### src/rtl/tx_key_sequencer.sv
// rtl/tx_key_sequencer.sv - T/R key sequencer: key debounce, PTT lead/hang, carrier gating, runaway lockout
module tx_key_sequencer #(
  parameter int CTR_W        = 32,
  parameter int DEBOUNCE_CYC = 270000,
  parameter int LEAD_CYC     = 27000,
  parameter int HANG_CYC     = 2700000,
  parameter int TIMEOUT_CYC  = 270000000,
  parameter int BLINK_BIT    = 22
) (
  input  logic clk_27MHz,
  input  logic rst_n,
  input  logic key,
  output logic ptt,
  output logic tx_en,
  output logic timeout_flag,
  output logic key_led,
  output logic status_led
);

  typedef enum logic [2:0] {
    ST_IDLE,
    ST_LEAD,
    ST_KEYED,
    ST_HANG,
    ST_LOCKOUT
  } state_e;

  localparam logic [CTR_W-1:0] CTR_ONE   = CTR_W'(1);
  localparam logic [CTR_W-1:0] CTR_MAX   = '1;
  localparam logic [CTR_W-1:0] DB_LAST   = CTR_W'(DEBOUNCE_CYC - 1);
  localparam logic [CTR_W-1:0] LEAD_LAST = CTR_W'(LEAD_CYC - 1);
  localparam logic [CTR_W-1:0] HANG_LAST = CTR_W'(HANG_CYC - 1);
  localparam logic [CTR_W-1:0] TO_LAST   = CTR_W'(TIMEOUT_CYC - 1);

  // Reset asserts asynchronously everywhere but releases only on a clock edge.
  logic rst_meta_q, rst_sync_n_q;

  always_ff @(posedge clk_27MHz or negedge rst_n) begin
    if (!rst_n) begin
      rst_meta_q   <= 1'b0;
      rst_sync_n_q <= 1'b0;
    end else begin
      rst_meta_q   <= 1'b1;
      rst_sync_n_q <= rst_meta_q;
    end
  end

  logic             key_meta_q, key_s_q;
  logic             key_db_q, key_db_d;
  logic [CTR_W-1:0] db_cnt_q, db_cnt_d;
  state_e           state_q, state_d;
  logic [CTR_W-1:0] phase_q, phase_d;
  logic [CTR_W-1:0] blink_q, blink_d;
  logic             ptt_q, ptt_d;
  logic             tx_en_q, tx_en_d;
  logic             tflag_q, tflag_d;
  logic             status_q, status_d;
  logic             pressed;

  assign pressed = ~key_db_q;

  always_comb begin
    db_cnt_d = '0;
    key_db_d = key_db_q;
    if (key_s_q != key_db_q) begin
      if (db_cnt_q == DB_LAST) begin
        key_db_d = key_s_q;
      end else begin
        db_cnt_d = db_cnt_q + CTR_ONE;
      end
    end
  end

  // One phase counter serves as lead, key-down and hang timer; it restarts on every state change.
  always_comb begin
    state_d = state_q;
    phase_d = (phase_q == CTR_MAX) ? phase_q : phase_q + CTR_ONE;
    blink_d = blink_q + CTR_ONE;
    unique case (state_q)
      ST_IDLE: begin
        if (pressed) state_d = ST_LEAD;
      end
      ST_LEAD: begin
        if (!pressed)                   state_d = ST_HANG;
        else if (phase_q == LEAD_LAST)  state_d = ST_KEYED;
      end
      ST_KEYED: begin
        if (phase_q == TO_LAST)         state_d = ST_LOCKOUT;
        else if (!pressed)              state_d = ST_HANG;
      end
      ST_HANG: begin
        if (pressed)                    state_d = ST_KEYED;
        else if (phase_q == HANG_LAST)  state_d = ST_IDLE;
      end
      ST_LOCKOUT: begin
        if (!pressed) state_d = ST_IDLE;
      end
      default: state_d = ST_IDLE;
    endcase
    if (state_d != state_q) phase_d = '0;

    ptt_d    = (state_d == ST_LEAD) || (state_d == ST_KEYED) || (state_d == ST_HANG);
    tx_en_d  = (state_d == ST_KEYED);
    tflag_d  = (state_d == ST_LOCKOUT);
    status_d = 1'b1;
    if (state_d == ST_IDLE)    status_d = blink_d[BLINK_BIT];
    if (state_d == ST_LOCKOUT) status_d = blink_d[BLINK_BIT-2];
  end

  always_ff @(posedge clk_27MHz or negedge rst_sync_n_q) begin
    if (!rst_sync_n_q) begin
      key_meta_q <= 1'b1;
      key_s_q    <= 1'b1;
      key_db_q   <= 1'b1;
      db_cnt_q   <= '0;
      state_q    <= ST_IDLE;
      phase_q    <= '0;
      blink_q    <= '0;
      ptt_q      <= 1'b0;
      tx_en_q    <= 1'b0;
      tflag_q    <= 1'b0;
      status_q   <= 1'b0;
    end else begin
      key_meta_q <= key;
      key_s_q    <= key_meta_q;
      key_db_q   <= key_db_d;
      db_cnt_q   <= db_cnt_d;
      state_q    <= state_d;
      phase_q    <= phase_d;
      blink_q    <= blink_d;
      ptt_q      <= ptt_d;
      tx_en_q    <= tx_en_d;
      tflag_q    <= tflag_d;
      status_q   <= status_d;
    end
  end

  assign ptt          = ptt_q;
  assign tx_en        = tx_en_q;
  assign timeout_flag = tflag_q;
  assign key_led      = key_db_q;
  assign status_led   = status_q;

endmodule

### config.mk
export PLATFORM = sky130hd
export DESIGN_NAME = tx_key_sequencer
export DESIGN_NICKNAME = d
export VERILOG_FILES = /design/src/rtl/tx_key_sequencer.sv
export SDC_FILE = /design/constraint.sdc
export NUM_CORES = 1
export LEC_CHECK = 0
export CAP_MARGIN = 20
export CORE_ASPECT_RATIO = 1.5
export CORE_UTILIZATION = 45
export DETAILED_ROUTE_END_ITERATION = 8
export GPL_TIMING_DRIVEN = 0
export PLACE_DENSITY = 0.71
export SLEW_MARGIN = 0
export SYNTH_ARGS = -nofsm -noshare
export SYNTH_HDL_FRONTEND = slang
export SYNTH_SLANG_ARGS = --single-unit
export TNS_END_PERCENT = 1
### constraint.sdc
create_clock -name clk_27MHz -period 6 [get_ports clk_27MHz]
set_clock_uncertainty 0.1 [all_clocks]
set_input_delay 0.6 -clock clk_27MHz [delete_from_list [all_inputs] [get_ports clk_27MHz]]
set_output_delay 0.6 -clock clk_27MHz [all_outputs]
set_load 0.01 [all_outputs]
# == Yosys cells after proc, flatten, opt, wreduce, memory -nomap -nowiden ==
# Index checks and enable logic that the tools add are counted.
# totals
reg_bits,108
in_bits,3
wordCells,52
# classes
add_sub_neg,3
eq_ne,16
muxes,15
reduce_logical,5
# ops
operator,n
32-bit two-way mux,4
"32-bit by 1-bit adder with 32-bit output, second input constant",3
"32-bit by 15-bit == test with 1-bit output, second input constant",1
"32-bit by 19-bit == test with 1-bit output, second input constant",1
"32-bit by 22-bit == test with 1-bit output, second input constant",1
"32-bit by 29-bit == test with 1-bit output, second input constant",1
"32-bit == test, second input constant",1
3-bit two-way mux,8
3-bit one-hot mux with 5 select lines,1
"3-bit by 2-bit == test with 1-bit output, second input constant",4
"3-bit by 1-bit == test with 1-bit output, second input constant",2
"3-bit == test, second input constant",2
3-bit logical NOT,2
3-bit != test,1
1-bit logical OR,2
1-bit two-way mux,2
"2-bit by 1-bit != test with 1-bit output, second input constant",1
2-bit AND reduction,1
1-bit != test,1

# == Longest topological paths before layout ==
# Gate-level depths: netlist of run 1.
# logic_depth
ltp_word,7
mapped_depth,8
mapped_depth_nobuf,7

# == Worst setup path before layout of run 1 ==
# Ideal clock, no wire load.
# synth_path
kind,reg-to-reg
start,reg phase_q[25]
end,"reg status_q, in the netlist status_led"
setup_time_ns,0.131
arrival_ns,2.230
slack_ns,3.539
stages_incl_launch_ff,7
synth_period_minus_slack_ns,2.461
path_cell_list,dfrtp_1 -> or4_4 -> nor4_4 -> nand4_1 -> a21oi_1 -> mux2_2 -> or3_1
# synth_via
elab_chain_len,7
word_cells_on_any_way,13
cone_classes,eq/ne: 4; mux: 8; reduce/logical: 1
# synth_lines
element,line,text
start: declaration,52,"logic [CTR_W-1:0] phase_q, phase_d;"
start signal: assignment,129,phase_q <= phase_d;
32-bit by 22-bit == test with 1-bit output or 32-bit by 15-bit == test with 1-bit output (tied branches),"93, 85",
3-bit two-way mux (on tied branches),"93, 85",
3-bit two-way mux (on tied branches),"92, 84",
3-bit one-hot mux with 5 select lines *,79,unique case (state_q)
named net state_d[2],51,"state_e state_q, state_d;"
3-bit logical NOT,106,if (state_d == ST_IDLE) status_d = blink_d[BLINK_BIT];
1-bit two-way mux,106,
1-bit two-way mux *,107,if (state_d == ST_LOCKOUT) status_d = blink_d[BLINK_BIT-2];
named net status_d,57,"logic status_q, status_d;"
end signal: assignment,134,status_q <= status_d;
end: declaration,57,
# The timed path passes the listed nets; every way through them passes the cells marked *.
# A chain may end at the register's enable or synchronous reset.

# == Worst setup path in the final report of run 1 ==
# Ends and elaborated chain as after synthesis.

==> impl_metrics.ini, run 1 <==
[cells_and_area]
final_core_util_pct = 51.6
fill_cells = 975
nets = 525
fin_cells = 668
final_cell_mix = 95 x dfrtp_1, 85 x nor2_1, 61 x xnor2_1, 37 x nand2_1, 30 x nand3_1
area_growth_pct = 11.5
mostFrequentLayoutCell = dfrtp_1
drive_gt1_share_pct = 8.40
diodes = 0

[grt]
grt_pass1_wl_mm = 16.3
grt_util_all_layers_pct = 18.5
grt_max_degree = 75
antenna_found_initial = 0
grt_pass1_vias = 3559
grt_overflow = 0

[placed_design]
routabilityCongestion = 0.910
pre_cts_ws_ns = 3.21
place_hpwl_mm = 6.91
port_buffers = 7
place_inst = 651

[synthesis]
syn_area_um2 = 4900
netlist_instances = 499
ys_warn_count = 0
postSynthAreaPerCell_um2 = 9.82
ys.flop_type = dfrtp_1
synth_edf_count = 0
seq_area_frac_synth_pct = 50.7
async_flop_share_pct = 100
syn_nets = 505
synth_cell_types = 47
ys_ff_latch = 99

[floorplan]
initial_core_util_pct = 46.3
die_area_um2 = 11300
core_um2 = 10600
chipHeight_um = 130
die_w_um = 87.2
io_pins = 8
rows = 46

[critical_path]
critPathMaxStageDelay_ns = 0.56
rr_worst_depth = 6
critical_path_cell_count = 6
crit_buf_inv = 0
crit_chain = or4_4, nor4_4, nand4_1, a21oi_1, mux2_2, or3_1
critPathSlowestCell = or4_4
cp_top_family = simple AND/OR/NAND/NOR gates
critPathKind = flop to flop
startpoint = phase_q[25]
critPathArrivalTime_ns = 2.88
rrSetupSlack_ns = 3.22
critPathLaunchType = flop
r2r_start = phase_q[25]
cp-endpoint = status_led
required_ns = 6.10
cp_max_fo = 5
end_kind = flop
r2r_end = status_led

[timing]
period_needed_ns = 2.78
maxSlewHeadroom_pct = 36.5
timing.final.crit_share_pct = 46.4
layout_setup_ws_ns = 3.22
setup-violations-final = 0
worstMarginPinSlew_ns = 0.944
finalHoldViolations = 0
clock.fmax_ghz = 0.359
rsz0062_at_grt = no
slew_violations = 0
finalSetupTns_ns = 0

[power]
p_leak_nw = 2.21
p_total_mw = 1.23
power_density_nw_per_um2 = 226
peakVddDrop_mv = 0.117

[cts]
cts_made_buffers = 9
holdBufCountCts = 0
clockBufferDepth = 2
insertion_delay_ns = 0.34
clk_pin_slew_ns = 0.06
ctsResizeCount = 0
cts_setup_buffers = 0
cts_tree = built
cts_htree_levels = 3
clkSinkCount = 99
root_buffer = clkbuf_16

[routing]
vias = 3557
drt-initial-drc-count = 201
routed_wl_mm = 9.41
firstDrtPassIters = 4
drcViolationCount = 0
wl_per_cell_um = 14.1
viasPerCell = 5.32
antenna_left = 0

[min_path]
hold_path.class = flop to async pin

[run]
cap_viol_max_count = 0

[status]
status = finished, final reports clean
power by group:
group	internal [mW]	switching, mW	total (mW)
Clock	0.305	0.231	0.536
Combinational	0.00552	0.0148	0.0203
Sequential	0.671	0.00534	0.677
Total	0.981	0.251	1.23
cell families (layout without fill, tap and decap cells):
kind of cell / after synthesis / count (layout) / synth area share (%)
AND/OR/NAND/NOR: 270 / 270 / 28.4
flip-flops: 99 / 99 / 50.7
XOR/XNOR: 82 / 82 / 14.7
buffers and inverters: 26 / 51 / 2.53
AO/OA/AOI/OAI: 16 / 16 / 2.48
adder cells (fa/ha/maj): 3 / 3 / 0.766
multiplexers: 2 / 2 / 0.434
other: 1 / 1 / 0.0766
worst register-to-register path, stage by stage (launching register included):
cell and delay, ns:
dfrtp_1 0.43, or4_4 0.56, nor4_4 0.40, nand4_1 0.19
a21oi_1 0.27, mux2_2 0.35, or3_1 0.34
cell usage after synthesis, types with 2 or more instances:
library cell	n	area, µm²
dfrtp_1	96	2400
nor2_1	85	319
xnor2_1	61	534
nand2_1	37	139
nand3_1	30	150
nand4_1	24	150
nor3_1	21	105
xor2_1	21	184
nor4_1	19	119
inv_1	13	48.8
and3_1	10	62.6
clkbuf_1	7	26.3
or2_2	6	37.5
nor2_2	5	31.3
nand4b_1	4	35.0
nor2b_1	4	25.0
nor4b_1	4	35.0
o21ai_0	4	20.0
or3_1	4	25.0
a21oi_1	3	15.0
buf_2	3	15.0
buf_6	3	33.8
dfstp_2	3	78.8
ha_1	3	37.5
nor3b_1	3	22.5
a31oi_1	2	12.5
nand2b_1	2	12.5
or4_1	2	15.0
or4b_1	2	20.0
how the worst min path moves through the flow:
stage / to / from / slack (ns) / cells past startpoint
after floorplan: rst_meta_q / rst_n / 0.20 / 0
after global placement: rst_sync_n_q / rst_meta_q / 0.24 / 0
after detailed placement: phase_q[10] / rst_sync_n_q / 0.14 / 0
after CTS: phase_q[8] / rst_sync_n_q / 0.15 / 0
after global routing: phase_q[10] / rst_sync_n_q / 0.17 / 0
final: phase_q[17] / rst_sync_n_q / 0.13 / 0
final cells by class:
| type | instances | area (µm²) | share of cell area [%] |
|---|---|---|---|
| flip-flops and latches | 99 | 2480 | 45.5 |
| plain buffers | 13 | 75.1 | 1.37 |
| clock buffers | 15 | 268 | 4.90 |
| clock inverters | 1 | 7.51 | 0.137 |
| well taps | 144 | 180 | 3.30 |
| inverters | 13 | 48.8 | 0.894 |
| repair buffers | 9 | 103 | 1.88 |
| multi-input cells | 374 | 2290 | 42.0 |
sequential cells by signal (all words and copies together) (netlist names):
name	cells
status_led	1
state_q	3
db_cnt_q	32
key_s_q	1
ptt	1
rst_sync_n_q	1
key_led	1
phase_q	32
tx_en	1
key_meta_q	1
rst_meta_q	1
blink_q	23
timeout_flag	1
per-stage QoR:
| step | hold WS [ns] | area (µm²) |
|---|---|---|
| 2_1_floorplan | 0.204 | 4900 |
| 3_3_place_gp | 0.236 | 5150 |
| 3_5_place_dp | 0.142 | 5180 |
| 4_1_cts | 0.148 | 5460 |
| 5_1_grt | 0.170 | 5460 |
| 6_report | 0.132 | 5460 |
per-layer routing:
metal / up-vias / track usage, % / wire, µm
met1: 1742 / 21.3 / 3920
met4: 0 / 8.78 / 323
met3: 26 / 4.05 / 181
met5: - / 0 / 0
met2: 41 / 32.6 / 4980
li1: 1748 / - / -
No activity file was read; power rests on OpenSTA's default activity.
==> inputs of run 2 (changes only) <==
--- a/config.mk
+++ b/config.mk
@@ -10,7 +10,7 @@
 export CORE_UTILIZATION = 45
 export DETAILED_ROUTE_END_ITERATION = 8
 export GPL_TIMING_DRIVEN = 0
-export PLACE_DENSITY = 0.71
+export PLACE_DENSITY = 0.73
 export SLEW_MARGIN = 0
 export SYNTH_ARGS = -nofsm -noshare
 export SYNTH_HDL_FRONTEND = slang
==> constraint.sdc (replaced) <==
create_clock -name clk_27MHz -period 2.4 [get_ports clk_27MHz]
set_clock_uncertainty 0.1 [all_clocks]
set_input_delay 0.24 -clock clk_27MHz [delete_from_list [all_inputs] [get_ports clk_27MHz]]
set_output_delay 0.24 -clock clk_27MHz [all_outputs]
set_load 0.01 [all_outputs]
==> run 2 against run 1 <==
The flow now finishes with violations (setup timing). Global-route usage is 0.81 points higher. Critical path depth is 1 higher. Core utilization increased by 2.3 points. Critical path type unchanged.
==> impl_metrics.ini, run 2 (synthesis results as in run 1) <==
[power]
comb_power_share_pct = 1.5
p_int_mw = 2.45
power_density_nw_per_um2 = 543
p_clk_share_pct = 43.6
pwr-share-seq_pct = 54.9
switching_power_mw = 0.647
switching_share_pct = 20.9
peakVddDrop_mv = 0.322
p_leak_nw = 2.34

[timing]
setup-violations-final = 32
worstMarginPinSlew_ns = 0.617
clock.fmax_ghz = 0.390
slew_violations = 0
layout_setup_ws_ns = -0.167
timing.final.crit_share_pct = 107
fin_hold_ws_ns = 0.201
period_needed_ns = 2.57
finalHoldViolations = 0
maxSlewHeadroom_pct = 58.9
rsz0062_at_grt = yes

[routing]
antenna_left = 0
drcViolationCount = 0
vias = 3659
viasPerCell = 5.38
firstDrtPassIters = 4
drt-initial-drc-count = 219
routed_wl_mm = 10.1
wl_per_cell_um = 14.8

[placed_design]
place_hpwl_mm = 6.83
routabilityCongestion = 0.895
port_buffers = 7

[floorplan]
initial_core_util_pct = 46.3
die_area_um2 = 11300
rows = 46
core_um2 = 10600
io_pins = 8
chipHeight_um = 130
die_w_um = 87.2

[cts]
clockBufferDepth = 2
clkSinkCount = 99
cts_htree_levels = 3
clk_pin_slew_ns = 0.06
insertion_delay_ns = 0.35
cts_made_buffers = 9
root_buffer = clkbuf_16
cts_tree = built

[grt]
grt_max_degree = 55
grt_pass1_vias = 3723
grt_pass1_wl_mm = 16.9
grt_overflow = 0
antenna_found_initial = 0
grt_util_all_layers_pct = 19.4

[cells_and_area]
final_cell_mix = 95 x dfrtp_1, 84 x nor2_1, 61 x xnor2_1, 36 x nand2_1, 30 x nand3_1
top_regs = db_cnt_q (32), phase_q (32), blink_q (23)
drive_gt1_share_pct = 14.4
final_core_util_pct = 53.9
diodes = 0
mostFrequentLayoutCell = dfrtp_1
nets = 537
area_growth_pct = 16.5

[critical_path]
required_ns = 2.52
cp_max_fo = 5
critPathKind = flop to flop
end_kind = flop
critPathArrivalTime_ns = 2.69
critPathLaunchType = flop

[status]
violations = setup timing
status = finished, violations left

[run]
cap_viol_max_count = 0

[min_path]
hold_path.class = primary input to flop
-- run 2: stage by stage --
step | area, µm² | setup slack (ns) | TNS [ns] | instances | total power [mW]
2_1_floorplan | 4900 | -0.0612 | -0.0612 | 499 | 1.75
3_3_place_gp | 5150 | -0.368 | -7.26 | 650 | 1.77
3_5_place_dp | 5180 | -0.386 | -9.36 | 651 | 1.78
4_1_cts | 5620 | -0.104 | -0.648 | 677 | 3.14
5_1_grt | 5710 | -0.243 | -5.04 | 680 | 3.21
6_report | 5710 | -0.167 | -1.90 | 680 | 3.10
-- run 2: layout make-up --
class	count	area (µm²)
plain buffers	13	87.6
clock buffers	12	256
clock inverters	4	25.0
fillers	922	4880
inverters	13	48.8
multi-input cells	374	2420
flip-flops and latches	99	2480
well taps	144	180
repair buffers	21	205
-- run 2: critical path, cell delays in order, from the launching register on --
cell,delay [ns]
dfrtp_1,0.39
or4_4,0.55
nor4_4,0.21
buf_4,0.18
nand4_1,0.15
a21oi_2,0.23
mux2_4,0.32
or3_4,0.32
-- run 2: power by group through the flow --
stage,Clock [mW],Sequential [mW],Combinational [mW]
2_1_floorplan,0,1.74,0.0151
3_3_place_gp,0,1.74,0.0229
3_5_place_dp,0,1.73,0.0461
4_1_cts,1.39,1.70,0.0483
5_1_grt,1.46,1.70,0.0535
6_report,1.35,1.70,0.0461
-- run 2: repair_timing --
item / CTS / global route
gates resized for setup: 17 / 13
hold endpoints to repair: 2 / 0
hold buffers: 1 / 0
setup endpoints to repair: 65 / 63
buffers inserted: 9 / 3
pin swaps: 14 / 5
-- run 2: path summary, 6_finish.rpt --
path	from	slack [ns]	endpoint	cells past startpoint
worst max-delay path	phase_q[25]	-0.17	status_led	7
worst min-delay path	key	0.20	key_meta_q	1
worst max register to register	phase_q[25]	-0.17	status_led	7
worst min register to register	rst_sync_n_q	0.24	phase_q[7]	0
max in group asynchronous	rst_sync_n_q	1.27	blink_q[10]	1
min in group asynchronous	rst_sync_n_q	0.24	phase_q[7]	0
-- run 2: layer usage --
layer / global-route usage (%) / share of wire, %
met3: 4.05 / 3.1
met4: 11.3 / 2.9
met5: 0 / 0
met2: 33.8 / 52
met1: 21.7 / 41
==> inputs of run 3 (changes only) <==
--- a/config.mk
+++ b/config.mk
@@ -11,6 +11,7 @@
 export DETAILED_ROUTE_END_ITERATION = 8
 export GPL_TIMING_DRIVEN = 0
 export PLACE_DENSITY = 0.73
+export RECOVER_POWER = 100
 export SLEW_MARGIN = 0
 export SYNTH_ARGS = -nofsm -noshare
 export SYNTH_HDL_FRONTEND = slang
==> constraint.sdc (replaced) <==
create_clock -name clk_27MHz -period 2.3 [get_ports clk_27MHz]
set_clock_uncertainty 0.1 [all_clocks]
set_input_delay 0.23 -clock clk_27MHz [delete_from_list [all_inputs] [get_ports clk_27MHz]]
set_output_delay 0.23 -clock clk_27MHz [all_outputs]
set_load 0.01 [all_outputs]
==> run 3 against run 2 <==
Sequential share of layout area about the same. Sequential power is 4% higher. Die area unchanged. Critical path depth stayed put. Critical path type unchanged. Worst hold slack improved by 0.055 ns. Register-to-register slack got worse by 0.096 ns. The flow finishes with violations (capacitance limit, slew limit, setup timing). Via count is 0.46% higher.
==> impl_metrics.ini, run 3 (synthesis results as in run 1) <==
[status]
status = finished, violations left
violations = capacitance limit, slew limit, setup timing

[placed_design]
routabilityCongestion = 0.895
port_buffers = 7
place_hpwl_mm = 6.83

[run]
cap_viol_max_count = 1

[routing]
wl_per_cell_um = 14.8
drcViolationCount = 0
routed_wl_mm = 10.1
antenna_left = 0
viasPerCell = 5.41
firstDrtPassIters = 6
drt-initial-drc-count = 222
vias = 3676

[floorplan]
rows = 46
initial_core_util_pct = 46.3
die_w_um = 87.2
chipHeight_um = 130
die_area_um2 = 11300
io_pins = 8
core_um2 = 10600

[timing]
worstMarginPinSlew_ns = 1.77
slew_violations = 44
timing.final.crit_share_pct = 111
maxSlewHeadroom_pct = -17.8
finalHoldViolations = 0
layout_setup_ws_ns = -0.263
rsz0062_at_grt = yes
setup-violations-final = 34
period_needed_ns = 2.56
clock.fmax_ghz = 0.390

[critical_path]
critPathMaxStageDelay_ns = 0.55
required_ns = 2.42
critPathArrivalTime_ns = 2.69
r2r_start = phase_q[25]
rrSetupSlack_ns = -0.26
critical_path_cell_count = 7
crit_chain = or4_4, nor4_4, buf_4, nand3_2, o221ai_2, a21bo_4, or3_4
crit_buf_inv = 1
critPathLaunchType = flop
critPathSlowestCell = or4_4
cp_top_family = simple AND/OR/NAND/NOR gates
rr_worst_depth = 7
startpoint = phase_q[25]
critPathKind = flop to flop
end_kind = flop
cp-endpoint = status_led
cp_max_fo = 5
r2r_end = status_led

[cts]
insertion_delay_ns = 0.35
root_buffer = clkbuf_16
clk_pin_slew_ns = 0.06
cts_tree = built
cts_htree_levels = 3
clockBufferDepth = 2
clkSinkCount = 99
cts_made_buffers = 9

[power]
p_leak_nw = 2.35
peakVddDrop_mv = 0.338
p_total_mw = 3.23
power_density_nw_per_um2 = 566

[grt]
antenna_found_initial = 0
grt_overflow = 0
grt_util_all_layers_pct = 19.4
grt_pass1_wl_mm = 17.0
grt_max_degree = 55
grt_pass1_vias = 3717

[min_path]
hold_path.class = flop to flop

[cells_and_area]
final_cell_mix = 96 x dfrtp_1, 83 x nor2_1, 61 x xnor2_1, 36 x nand2_1, 30 x nand3_1
final_core_util_pct = 53.9
mostFrequentLayoutCell = dfrtp_1
top_regs = db_cnt_q (32), phase_q (32), blink_q (23)
drive_gt1_share_pct = 14.6
nets = 537
diodes = 0
area_growth_pct = 16.4
==> run 3: changes by cell type in the layout (fill, tap and decap cells not counted), sizes merged <==
cell,previous run,this run
dlygate4sd3,1,8
buf,18,19
clkdlybuf4s50,7,0
clkbuf,20,19
==> run 3: worst min path at each step <==
| stage | endpoint | start | depth (start not counted) | slack [ns] |
|---|---|---|---|---|
| 5_1_grt | key_s_q | key_meta_q | 0 | 0.26 |
| 3_3_place_gp | rst_sync_n_q | rst_meta_q | 0 | 0.23 |
| 6_report | rst_sync_n_q | rst_meta_q | 0 | 0.26 |
| 4_1_cts | key_meta_q | key | 1 | 0.18 |
| 2_1_floorplan | rst_meta_q | rst_n | 0 | -0.17 |
| 3_5_place_dp | rst_sync_n_q | rst_meta_q | 0 | 0.24 |
==> run 3: cell type report <==
cell class | count | area [µm²]
Timing Repair Buffer | 21 | 193
Multi-Input combinational cell | 374 | 2430
Inverter | 13 | 48.8
Clock inverter | 4 | 25.0
Buffer | 13 | 87.6
Sequential cell | 99 | 2480
Clock buffer | 12 | 256
Tap cell | 144 | 180
Fill cell | 924 | 4890
==> run 3: repair_timing <==
action                     in CTS  in global routing
setup endpoints to repair      66                 65
hold endpoints to repair        2                  0
hold buffers                    1                  0
pin swaps                      13                  6
resized for setup              21                 13
setup buffers                   9                  3
==> run 3: metal layers <==
layer	global-route usage [%]	wire length [µm]
met1	22.0	4130
met2	34.2	5360
met3	4.05	333
met4	10.4	250
met5	0	0
==> run 3: worst register-to-register path, delay by kind of cell (launching register included) <==
kind	cells	cell delay, ns
buffers and inverters	1	0.18
AND/OR/NAND/NOR	4	1.26
AO/OA/AOI/OAI	2	0.53
flip-flops	1	0.39
==> run 3: stage by stage <==
step                      worst slack, ns  setup TNS (ns)  hold slack (ns)  area (µm²)  cells
after global routing               -0.336          -13.89            0.262        5700    680
after floorplan                    -0.161           -2.66           -0.166        4900    499
after CTS                          -0.196           -4.03            0.180        5640    677
final                              -0.263           -5.35            0.256        5700    680
after global placement             -0.468          -13.78            0.234        5150    650
after detailed placement           -0.486          -15.92            0.239        5180    651
==> run 3: where the power goes <==
part / total [mW] / internal [mW] / switching (mW)
clock network: 1.41 / 0.788 / 0.624
logic: 0.0455 / 0.0135 / 0.0320
registers: 1.77 / 1.75 / 0.0208
